$ cat config.mk
export PLATFORM = sky130hd
export DESIGN_NAME = multicycle_controlunit
export DESIGN_NICKNAME = d
export VERILOG_FILES = /design/src/rtl/multicycle_controlunit.sv
export SDC_FILE = /design/constraint.sdc
export NUM_CORES = 1
export LEC_CHECK = 0
export BUFFER_PORTS_ARGS = -buffer_cell sky130_fd_sc_hd__buf_4
export CORE_MARGIN = 2
export CORE_UTILIZATION = 54
export DETAILED_ROUTE_END_ITERATION = 8
export PLACE_DENSITY = 0.88
export SYNTH_ARGS = -nofsm -noshare
export SYNTH_HDL_FRONTEND = slang
export SYNTH_SLANG_ARGS = --single-unit
$ cat constraint.sdc
create_clock -name clk -period 5.8 [get_ports clk]
set_input_delay 0.29 -clock clk [delete_from_list [all_inputs] [get_ports clk]]
set_output_delay 0.29 -clock clk [all_outputs]
set_load 0.1 [all_outputs]
$ cat src/rtl/multicycle_controlunit.sv
// Multi-cycle RV32I-subset control FSM: owns the instruction register, sequences
// FETCH/DECODE/EXEC/MEM/WB over a ready-handshaked memory port, traps on bad opcode or memory timeout.
module multicycle_controlunit #(
  parameter int MEM_TIMEOUT = 15,
  parameter int CNT_W       = 32
) (
  input  logic             clk,
  input  logic             rst,
  input  logic [31:0]      mem_rdata,
  input  logic             mem_ready,
  input  logic             eq,
  output logic [31:0]      instr,
  output logic             mem_req,
  output logic             mem_we,
  output logic             regwrite,
  output logic [2:0]       aluctrl,
  output logic             alu_sub,
  output logic             alusrc,
  output logic [2:0]       immsrc,
  output logic             pcsrc,
  output logic             pc_we,
  output logic [1:0]       resultsrc,
  output logic             illegal,
  output logic             timeout,
  output logic [CNT_W-1:0] instr_count
);

  typedef enum logic [2:0] {S_FETCH, S_DECODE, S_EXEC, S_MEM, S_WB, S_TRAP} state_t;

  localparam int TW = (MEM_TIMEOUT < 2) ? 1 : $clog2(MEM_TIMEOUT + 1);
  localparam logic [TW-1:0] TO_LIM = TW'(MEM_TIMEOUT);

  localparam logic [6:0] OP_ALUI = 7'd19;
  localparam logic [6:0] OP_ALUR = 7'd51;
  localparam logic [6:0] OP_LOAD = 7'd3;
  localparam logic [6:0] OP_STORE = 7'd35;
  localparam logic [6:0] OP_BR   = 7'd99;
  localparam logic [6:0] OP_JAL  = 7'd111;
  localparam logic [6:0] OP_LUI  = 7'd55;

  state_t            state_q, state_d;
  logic [31:0]       instr_q, instr_d;
  logic              illegal_q, illegal_d;
  logic              timeout_q, timeout_d;
  logic [TW-1:0]     wcnt_q, wcnt_d;
  logic [CNT_W-1:0]  count_q, count_d;

  logic [6:0] opcode;
  logic [2:0] f3;
  assign opcode = instr_q[6:0];
  assign f3     = instr_q[14:12];

  // Raw control decode from registered state + instruction.
  logic       mem_req_c, mem_we_c, regwrite_c, alu_sub_c, alusrc_c, pcsrc_c, pc_we_c;
  logic [2:0] aluctrl_c, immsrc_c;
  logic [1:0] resultsrc_c;

  always_comb begin
    mem_req_c   = 1'b0;
    mem_we_c    = 1'b0;
    regwrite_c  = 1'b0;
    aluctrl_c   = 3'b000;
    alu_sub_c   = 1'b0;
    alusrc_c    = 1'b0;
    immsrc_c    = 3'b000;
    pcsrc_c     = 1'b0;
    pc_we_c     = 1'b0;
    resultsrc_c = 2'b00;
    case (state_q)
      S_FETCH: mem_req_c = 1'b1;
      S_EXEC: begin
        case (opcode)
          OP_ALUI: begin aluctrl_c = f3; alusrc_c = 1'b1; end
          OP_ALUR: begin aluctrl_c = f3; alu_sub_c = instr_q[30]; end
          OP_LOAD: alusrc_c = 1'b1;
          OP_STORE: begin alusrc_c = 1'b1; immsrc_c = 3'b001; end
          OP_BR: begin
            aluctrl_c = 3'b111;
            immsrc_c  = 3'b011;
            pc_we_c   = 1'b1;
            pcsrc_c   = (f3 == 3'b000) ? eq : (f3 == 3'b001) ? ~eq : 1'b0;
          end
          OP_JAL: begin
            immsrc_c = 3'b100; pcsrc_c = 1'b1; regwrite_c = 1'b1;
            resultsrc_c = 2'b10; pc_we_c = 1'b1;
          end
          OP_LUI: begin
            immsrc_c = 3'b010; regwrite_c = 1'b1; resultsrc_c = 2'b11; pc_we_c = 1'b1;
          end
          default: ;
        endcase
      end
      S_MEM: begin
        mem_req_c = 1'b1;
        mem_we_c  = (opcode == OP_STORE);
        alusrc_c  = 1'b1;
        pc_we_c   = (opcode == OP_STORE) & mem_ready;
      end
      S_WB: begin
        regwrite_c  = 1'b1;
        pc_we_c     = 1'b1;
        resultsrc_c = (opcode == OP_LOAD) ? 2'b01 : 2'b00;
      end
      default: ;
    endcase
  end

  logic waiting, to_hit;
  assign waiting = mem_req_c & ~mem_ready;
  assign to_hit  = (MEM_TIMEOUT != 0) && (wcnt_q == TO_LIM) && waiting;

  always_comb begin
    state_d   = state_q;
    instr_d   = instr_q;
    illegal_d = illegal_q;
    timeout_d = timeout_q;
    count_d   = count_q + {{(CNT_W-1){1'b0}}, pc_we_c};
    case (state_q)
      S_FETCH: begin
        if (mem_ready) begin
          instr_d = mem_rdata;
          state_d = S_DECODE;
        end else if (to_hit) begin
          state_d   = S_TRAP;
          timeout_d = 1'b1;
        end
      end
      S_DECODE: begin
        case (opcode)
          OP_ALUI, OP_ALUR, OP_LOAD, OP_STORE, OP_BR, OP_JAL, OP_LUI: state_d = S_EXEC;
          default: begin state_d = S_TRAP; illegal_d = 1'b1; end
        endcase
      end
      S_EXEC: begin
        case (opcode)
          OP_ALUI, OP_ALUR:  state_d = S_WB;
          OP_LOAD, OP_STORE: state_d = S_MEM;
          default:           state_d = S_FETCH;
        endcase
      end
      S_MEM: begin
        if (mem_ready) begin
          state_d = (opcode == OP_LOAD) ? S_WB : S_FETCH;
        end else if (to_hit) begin
          state_d   = S_TRAP;
          timeout_d = 1'b1;
        end
      end
      S_WB:    state_d = S_FETCH;
      default: state_d = S_TRAP;
    endcase
    // Any state change restarts the wait count; it saturates at the limit.
    if (state_d != state_q)                 wcnt_d = '0;
    else if (waiting && (wcnt_q != TO_LIM)) wcnt_d = wcnt_q + 1'b1;
    else                                    wcnt_d = wcnt_q;
  end

  always_ff @(posedge clk or posedge rst) begin
    if (rst) begin
      state_q   <= S_FETCH;
      instr_q   <= '0;
      illegal_q <= 1'b0;
      timeout_q <= 1'b0;
      wcnt_q    <= '0;
      count_q   <= '0;
    end else begin
      state_q   <= state_d;
      instr_q   <= instr_d;
      illegal_q <= illegal_d;
      timeout_q <= timeout_d;
      wcnt_q    <= wcnt_d;
      count_q   <= count_d;
    end
  end

  // Gate with rst so the FETCH request is not visible while reset is held.
  assign mem_req     = mem_req_c & ~rst;
  assign mem_we      = mem_we_c & ~rst;
  assign regwrite    = regwrite_c & ~rst;
  assign aluctrl     = rst ? 3'b000 : aluctrl_c;
  assign alu_sub     = alu_sub_c & ~rst;
  assign alusrc      = alusrc_c & ~rst;
  assign immsrc      = rst ? 3'b000 : immsrc_c;
  assign pcsrc       = pcsrc_c & ~rst;
  assign pc_we       = pc_we_c & ~rst;
  assign resultsrc   = rst ? 2'b00 : resultsrc_c;
  assign instr       = instr_q;
  assign illegal     = illegal_q;
  assign timeout     = timeout_q;
  assign instr_count = count_q;

endmodule

# Word level (Yosys, flattened, before mapping)

Cells that the tools add are included.

Bitwise gates (word level): 13
Multipliers: 0
Mux-type cells: 33
Div/mod/pow operators: 0
Shift operators: 0
Order comparisons: 0
Reduce and logical (&&, ||, !) cells: 15
Eq/ne operators: 15
$add $sub $neg: 2

Operators by type and width:

| cell                                                | count |
|---|---|
| adder 32 x 1 -> 32 bit                              | 1 |
| 2-to-1 mux 3 bit                                    | 9 |
| equality test 7 x 6 -> 1 bit, second input constant | 3 |
| one-hot mux 3 bit (5 select lines)                  | 1 |
| equality test 7 bit, second input constant          | 2 |
| one-hot mux 3 bit (2 select lines)                  | 2 |
| one-hot mux 3 bit (4 select lines)                  | 1 |
| 2-to-1 mux 1 bit                                    | 11 |
| bitwise AND 1 bit                                   | 9 |
| 2-to-1 mux 4 bit                                    | 2 |
| one-hot mux 2 bit (2 select lines)                  | 2 |
| OR reduction 2 bit                                  | 4 |
| equality test 7 x 2 -> 1 bit, second input constant | 1 |
| equality test 7 x 5 -> 1 bit, second input constant | 1 |
| OR reduction 7 bit                                  | 1 |
| equality test 3 x 1 -> 1 bit, second input constant | 2 |
| equality test 3 x 2 -> 1 bit, second input constant | 2 |
| zero test 3 bit                                     | 2 |
| one-hot mux 1 bit (2 select lines)                  | 3 |
| OR reduction 3 bit                                  | 2 |
| adder 4 x 1 -> 4 bit, second input constant         | 1 |
| equality test 4 bit, second input constant          | 1 |
| != test 4 bit, second input constant                | 1 |
| inverter 1 bit                                      | 4 |
| 8 further kinds                                     | 10 |

ROM bits: 0
Output and inout bits: 81
Word-level logic and storage cells: 84
Latch bits: 0
RAM bits: 0
Input port bits: 36
Memories kept: 0
Flip-flop bits (word level): 73

# Logic depth before layout (Yosys ltp)

Gate-level depths: netlist (run 1).

Depth after elaboration: 10
Depth in mapped cells: 11
Mapped depth without buffers: 9

# Least setup slack after synthesis (run 1)

Ideal clock, no wire load.

Path kind: register to output
Start point: register instr_q[4] (netlist: instr[4])
End point: output alu_sub
Data required time: 5510 ps
Arrival time: 4269 ps
Setup slack: 1241 ps
Stages on the path, launching flop included: 4
Path buffers: 1
Path through: dfrtp_1 -> buf_2 -> nand2b_1 -> nor4_1

Longest elaborated chain between the ends: 4

Ends and longest elaborated chain:

| what                         | RTL line | RTL |
|---|---|---|
| start: declaration           | 42       | `logic [31:0] instr_q, instr_d;` |
| start signal: assignment     | 168      | `instr_q <= instr_d;` |
| equality test 7 x 6 -> 1 bit | 72       | `case (opcode)` |
| 2-to-1 mux 1 bit             | 72       |  |
| 2-to-1 mux 1 bit             | 69       | `case (state_q)` |
| bitwise AND 1 bit            | 181      | `assign alu_sub = alu_sub_c & ~rst;` |
| end: declaration             | 17       | `output logic alu_sub,` |

Every way passes these cells.

# Final worst setup path (run 1)

Start point: register instr_q[3] (netlist: instr[3])
End point: register count_q[28] (netlist: instr_count[28])

Longest elaborated chain between the ends: 5
Elaborated cells between the ends (all ways): 9
Those cells by class: add/sub (1); eq/ne (4); mux (2); bitwise (1); reduce/logical (1)

Ends and longest elaborated chain:

| what                                                                       | RTL line | RTL |
|---|---|---|
| equality test 7 bit / equality test 7 x 6 -> 1 bit (equally long branches) | 72       |  |
| OR reduction 3 bit (no source line)                                        | -        |  |
| 2-to-1 mux 1 bit                                                           | 72       |  |
| one-hot mux 1 bit (3 select lines) (*)                                     | 69       |  |
| adder 32 x 1 -> 32 bit (*)                                                 | 117      | `count_d = count_q + {{(CNT_W-1){1'b0}}, pc_we_c};` |
| via count_d[28]                                                            | 46       | `logic [CNT_W-1:0] count_q, count_d;` |
| end signal: assignment                                                     | 172      | `count_q <= count_d;` |
| end: declaration                                                           | 46       |  |

Mark *: on every way through the listed nets, which the timed path passes. The rest lies on a longest branch.
A chain may end at the register's enable or synchronous reset.

==> results of run 1 <==
## sequential cells by signal, summed over array words and instances, names as in the netlist
name / count
state_q: 3
instr: 32
instr_count: 32
wcnt_q: 4
timeout: 1
illegal: 1
## Yosys cell counts (4+ instances only)
cell / n
dfrtp_1: 73
nor2_1: 9
nor3_1: 6
o21ai_0: 7
mux2_2: 30
a21oi_1: 8
and3_1: 11
nand3_1: 14
xnor2_1: 28
buf_2: 10
nand2_1: 15
and4_1: 6
nand4_1: 16
nor2b_1: 4
clkbuf_1: 4
## per-stage QoR
step	instances	power (uW)	setup slack (ns)
6_report	496	1120	2.78
5_1_grt	496	1160	2.55
4_1_cts	496	1130	2.83
3_5_place_dp	481	697	2.88
3_3_place_gp	481	693	3.06
2_1_floorplan	300	648	1.24
## layout make-up
cell class / instances / area, sq um
clock buffers: 11 / 141
clock inverters: 4 / 76.3
fillers: 458 / 1660
inverters: 3 / 11.3
multi-input cells: 210 / 1580
flip-flops and latches: 73 / 1830
well taps: 77 / 96.3
repair buffers: 118 / 886
## logic make-up after synthesis
| group | after synthesis | share of synthesized area |
|---|---|---|
| compound gates | 36 | 0.0709 |
| flops | 73 | 0.526 |
| buf+inv | 17 | 0.0220 |
| fa+ha+maj | 3 | 0.0108 |
| xor+xnor | 31 | 0.0781 |
| mux | 32 | 0.104 |
| simple gates | 108 | 0.189 |
## critical path, cell delays in order (launching register included)
cell       delay, ns
dfrtp_1         0.47
nand4bb_1       0.35
nor4_1          0.40
nand3_1         0.16
nand3_1         0.17
ha_1            0.24
ha_1            0.26
and4_1          0.50
nand4_1         0.18
xnor2_1         0.18
## power by group through the flow
stage	clock network [uW]	registers, uW	logic (uW)
3_5_place_dp	0	542	154
6_report	438	532	153
2_1_floorplan	0	622	26.6
4_1_cts	448	532	154
5_1_grt	470	534	159
3_3_place_gp	0	541	152
## layer usage
| metal | global-route usage | wire (um) |
|---|---|---|
| met5 | 0 | 0 |
| met4 | 0.0762 | 131 |
| met3 | 0.0747 | 523 |
| met1 | 0.312 | 3460 |
| met2 | 0.407 | 4390 |
## worst max path at each step
stage / endpoint / slack, ns / cells past startpoint
2_1_floorplan: alu_sub / 1.24 / 3
3_3_place_gp: instr_count[26] / 3.06 / 9
3_5_place_dp: instr_count[26] / 2.88 / 9
4_1_cts: instr_count[18] / 2.83 / 9
5_1_grt: instr_count[26] / 2.55 / 9
6_report: instr_count[28] / 2.78 / 9
==> out/results.txt, run 1 <==
hold path start -> mem_rdata[25]
initial antenna violation count -> 0
Critical Path RT -> 6.03 ns
syn nets -> 339
Mapped Cells -> 300
combinational cell fraction of total power -> 0.136
largest net degree at the start of global routing -> 75
Max Freq -> 0.331 GHz
Slew Limit Fails -> 0
total gr overflow -> 0
startpoint types -> flip-flop
status -> complete, no violations
vias in the first global route -> 2,732
commonest non-fill, non-tap cell in the layout -> buf_4
ANT cells -> 0
CTS resizes -> 0
switching power -> 309 uW
nets -> 454
drt pass-1 iters -> 4
Total Routing Usage GR -> 0.246
final instance area -> 0.00462 sq mm
CP startpoint -> instr[3]
Seq pwr share -> 0.474
first-pass GRT wire length -> 13.8 mm
register area share after synthesis -> 0.526
Worst Path Max Fanout -> 12
YS warnings -> 0
FF-to-FF Start -> instr[3]
H-tree depth -> 3
Sw Ratio -> 0.275
ANT nets after route -> 0
worst min path class -> primary input to flip-flop
worst slew pin tran -> 0.935 ns
Hold Crit Endpoint -> instr[25]
Leak -> 0.00222 uW
DR vias/cell -> 5.73
post-CTS setup buffers -> 0
cts bufs inserted -> 9
Int Pwr -> 815 uW
Hold Path Depth -> 2
Max rail drop VDD -> 0.163 mV
RSZ-0062 raised after global routing -> false
Clock Skews -> 0.0139 ns
Final min period -> 3.02 ns
main flop type after synthesis -> dfrtp_1
Final Util -> 0.735
PwrDens -> 243 mW/mm^2
Die Y -> 84.2 um
EDFF count, synth -> 0
crit path kind -> flip-flop to flip-flop
core area -> 0.00628 sq mm
total routed wirelength -> 8.51 mm
# hold bufs at CTS -> 0
die area -> 0.00709 sq mm
PortBufs -> 116
Max-Cap Viols -> 0
Worst-Skew Late Latency -> 0.34 ns
# rows -> 29
async set or reset register ratio after synthesis -> 1.00
reg2reg setup slack -> 2.78 ns
layout cells sized above 1 -> 0.413
final setup violating endpoints -> 0
Synth cell types -> 49
Yosys top cell by area -> dfrtp_1
r2r worst-path depth -> 9
Area after DPL -> 0.00440 sq mm
Avg Cell Area, Syn -> 11.6 sq um
via count -> 2,844
dpl hpwl -> 6.15 mm
Initial DRC Count -> 148
WL/cell -> 17.2 um
Fin. Hold Viols -> 0
commonest non-fill, non-tap cells in the layout -> buf_4, dfrtp_1, mux2_2
Setup TNS -> 0 ns
final period utilization -> 0.521
Die X -> 84.2 um
clock tree sinks -> 73
Root Driver -> clkbuf_8
Initial Utilization -> 0.554
Layout area overhead -> 32.8%
clock group share of total power -> 0.390
DRC Markers -> 0
CTS tree -> built
Synth top area share -> 0.526
Reg clk slew, reported paths -> 0.08 ns
Slew headroom -> 0.377
most area-consuming cells after synthesis -> dfrtp_1, mux2_2, xnor2_1
FF+latch count, synth -> 73
clock buffer depth -> 2
Worst setup EP type -> flip-flop
Worst Hold Slack -> 0.162 ns
Post-Syn Area -> 0.00347 sq mm
Final Wtd Congestion -> 0.933
io pins -> 117
reg-to-reg endpoint -> instr_count[28]
Arr. time, crit path -> 3.25 ns
Power figures use the tool's default switching activity.
==> inputs of run 2 (changes only) <==
--- a/config.mk
+++ b/config.mk
@@ -7,9 +7,9 @@
 export LEC_CHECK = 0
 export BUFFER_PORTS_ARGS = -buffer_cell sky130_fd_sc_hd__buf_4
 export CORE_MARGIN = 2
-export CORE_UTILIZATION = 54
+export CORE_UTILIZATION = 50
 export DETAILED_ROUTE_END_ITERATION = 8
-export PLACE_DENSITY = 0.88
+export PLACE_DENSITY = 0.82
 export SYNTH_ARGS = -nofsm -noshare
 export SYNTH_HDL_FRONTEND = slang
 export SYNTH_SLANG_ARGS = --single-unit
==> constraint.sdc (replaced) <==
create_clock -name clk -period 3.2 [get_ports clk]
set_input_delay 0.16 -clock clk [delete_from_list [all_inputs] [get_ports clk]]
set_output_delay 0.16 -clock clk [all_outputs]
set_load 0.1 [all_outputs]
==> out/results.txt, run 2 (same netlist as run 1, synthesis figures left out) <==
Root Driver -> clkbuf_8
Worst setup EP type -> flip-flop
CTS tree -> built
worst min path class -> primary input to flip-flop
PnR worst setup slack -> 0.268 ns (-2.51 ns)
reg-to-reg endpoint -> instr_count[30]
post-CTS setup buffers -> 0 (unchanged)
Total Routing Usage GR -> 0.219 (-0.0267)
Critical Path RT -> 3.42 ns (-2.61 ns)
Worst-Skew Late Latency -> 0.33 ns (about the same)
# rows -> 30 (+3.4%)
commonest non-fill, non-tap cells in the layout -> buf_4, dfrtp_1, mux2_2
Worst Hold Slack -> 0.0387 ns (-0.123 ns)
Hold Path Depth -> 2 (unchanged)
final period utilization -> 0.916 (+0.396)
first-pass GRT wire length -> 13.1 mm (-4.7%)
final setup violating endpoints -> 0 (unchanged)
met3 routed WL -> 498 um (-4.8%)
Final Wtd Congestion -> 0.874 (-6.3%)
Final Util -> 0.704 (-0.0318)
commonest non-fill, non-tap cell in the layout -> buf_4
Hold Crit Endpoint -> instr[25]
Die X -> 87.4 um (+3.7%)
total gr overflow -> 0 (unchanged)
CP max stage cell -> dfrtp_1
dpl hpwl -> 5.92 mm (-3.7%)
startpoint types -> flip-flop
total routed wirelength -> 8.17 mm (-4.0%)
DR vias/cell -> 5.58 (-2.6%)
Clock Skews -> 0.00856 ns (-0.00533 ns)
ANT nets after route -> 0 (unchanged)
nets -> 457 (+0.66%)
r2r worst-path depth -> 9 (unchanged)
Slew headroom -> 0.401 (+0.0242)
via count -> 2,808 (-1.3%)
CTS resizes -> 0 (unchanged)
drt pass-1 iters -> 5 (+1)
PwrDens -> 444 mW/mm^2 (+83%)
ANT cells -> 0 (unchanged)
Initial Utilization -> 0.514 (-0.0393)
Cell Chain, Critical Path -> or3b_1, a21boi_0, o21ai_0, nand3_1, ha_1, ha_1, and4_1, nand4_1, xnor2_1
Arr. time, crit path -> 3.15 ns (-0.10 ns)
largest net degree at the start of global routing -> 74 (-1.3%)
crit-path max cell delay -> 0.52 ns (+0.02 ns)
Most Frequent Cell on Critical Path -> ha_1
PortBufs -> 116 (unchanged)
hold path start -> mem_rdata[25]
Setup TNS -> 0 ns (unchanged)
FILL cells -> 514 (+12%)
Worst Path Max Fanout -> 12 (unchanged)
clock tree sinks -> 73 (unchanged)
Final min period -> 2.93 ns (-0.0875 ns)
crit path kind -> flip-flop to flip-flop
worst slew pin tran -> 0.899 ns (-0.0363 ns)
reg2reg setup slack -> 0.27 ns (-2.51 ns)
status -> complete, no violations
io pins -> 117 (unchanged)
cts bufs inserted -> 9 (unchanged)
RSZ-0062 raised after global routing -> false
Met1 Wirelength -> 3.48 mm (+0.35%)
Max-Cap Viols -> 0 (unchanged)
# hold bufs at CTS -> 0 (unchanged)
Reg clk slew, reported paths -> 0.08 ns (about the same)
initial antenna violation count -> 0 (unchanged)
WL/cell -> 16.2 um (-5.3%)
layout cells sized above 1 -> 0.449 (+0.0363)
uppermost routed layer -> met4
clock buffer depth -> 2 (unchanged)
WP buf/inv -> 0 (unchanged)
die area -> 0.00763 sq mm (+7.6%)
core area -> 0.00676 sq mm (+7.6%)
Max rail drop VDD -> 0.237 mV (+45%)
Initial DRC Count -> 170 (+15%)
post-place setup slack -> 0.279 ns (-2.60 ns)
Die Y -> 87.4 um (+3.7%)
DRC Markers -> 0 (unchanged)
Slew Limit Fails -> 0 (unchanged)
met2 wire len -> 4.17 mm (-5.1%)
FF-to-FF Start -> instr[6]
Max Freq -> 0.341 GHz (+3.0%)
H-tree depth -> 3 (unchanged)
Layout area overhead -> 36.8%
Fin. Hold Viols -> 0 (unchanged)
Leak -> 0.00226 uW (+1.9%)
vias in the first global route -> 2,715 (-0.62%)
Crit path max-delay family -> simple AND/OR/NAND/NOR gates
==> run 2: per-stage QoR <==
step,total power [uW],instance area (sq um),cells
after global placement,1260,4510,487
after CTS,2130,4750,503
after floorplan,1180,3550,300
final,2110,4750,503
after detailed placement,1260,4510,487
after global routing,2190,4750,503
==> run 2: worst reg2reg max path, delay by kind of cell (launching register included) <==
family / cells / cell delay (ns)
simple gates: 4 / 1.28
flops: 1 / 0.52
fa+ha+maj: 2 / 0.52
xor+xnor: 1 / 0.19
compound gates: 2 / 0.32
==> run 2: how the worst max path moves through the flow <==
| stage | startpoint | to | slack [ns] | depth (start not counted) |
|---|---|---|---|---|
| finish | instr[6] | instr_count[30] | 0.27 | 9 |
| global route | instr[2] | instr_count[30] | 0.05 | 9 |
| CTS | instr[6] | instr_count[30] | 0.29 | 9 |
| detailed placement | instr[6] | instr_count[30] | 0.28 | 9 |
| global placement | instr[6] | instr_count[26] | 0.46 | 9 |
| floorplan | instr[0] | alu_sub | -0.09 | 2 |
==> run 2: power by group <==
group          switching (uW)  internal [uW]  total [uW]
Sequential               19.9            943         963
Clock                     324            543         868
Combinational             206           76.1         282
==> run 2: area by class of cell <==
| type | count | area (sq um) | area share |
|---|---|---|---|
| tap | 80 | 100 | 0.0211 |
| sequential | 73 | 1830 | 0.385 |
| clock buffer | 12 | 145 | 0.0305 |
| clock inverter | 4 | 98.8 | 0.0208 |
| multi-input combinational | 210 | 1650 | 0.347 |
| timing repair buffer | 121 | 921 | 0.194 |
| inverter | 3 | 11.3 | 0.00237 |
==> run 2: layer usage <==
metal,vias to the layer above,track usage
met5,-,0
met4,0,0.0685
met3,2,0.0502
met2,102,0.353
met1,1372,0.295
li1,1332,-
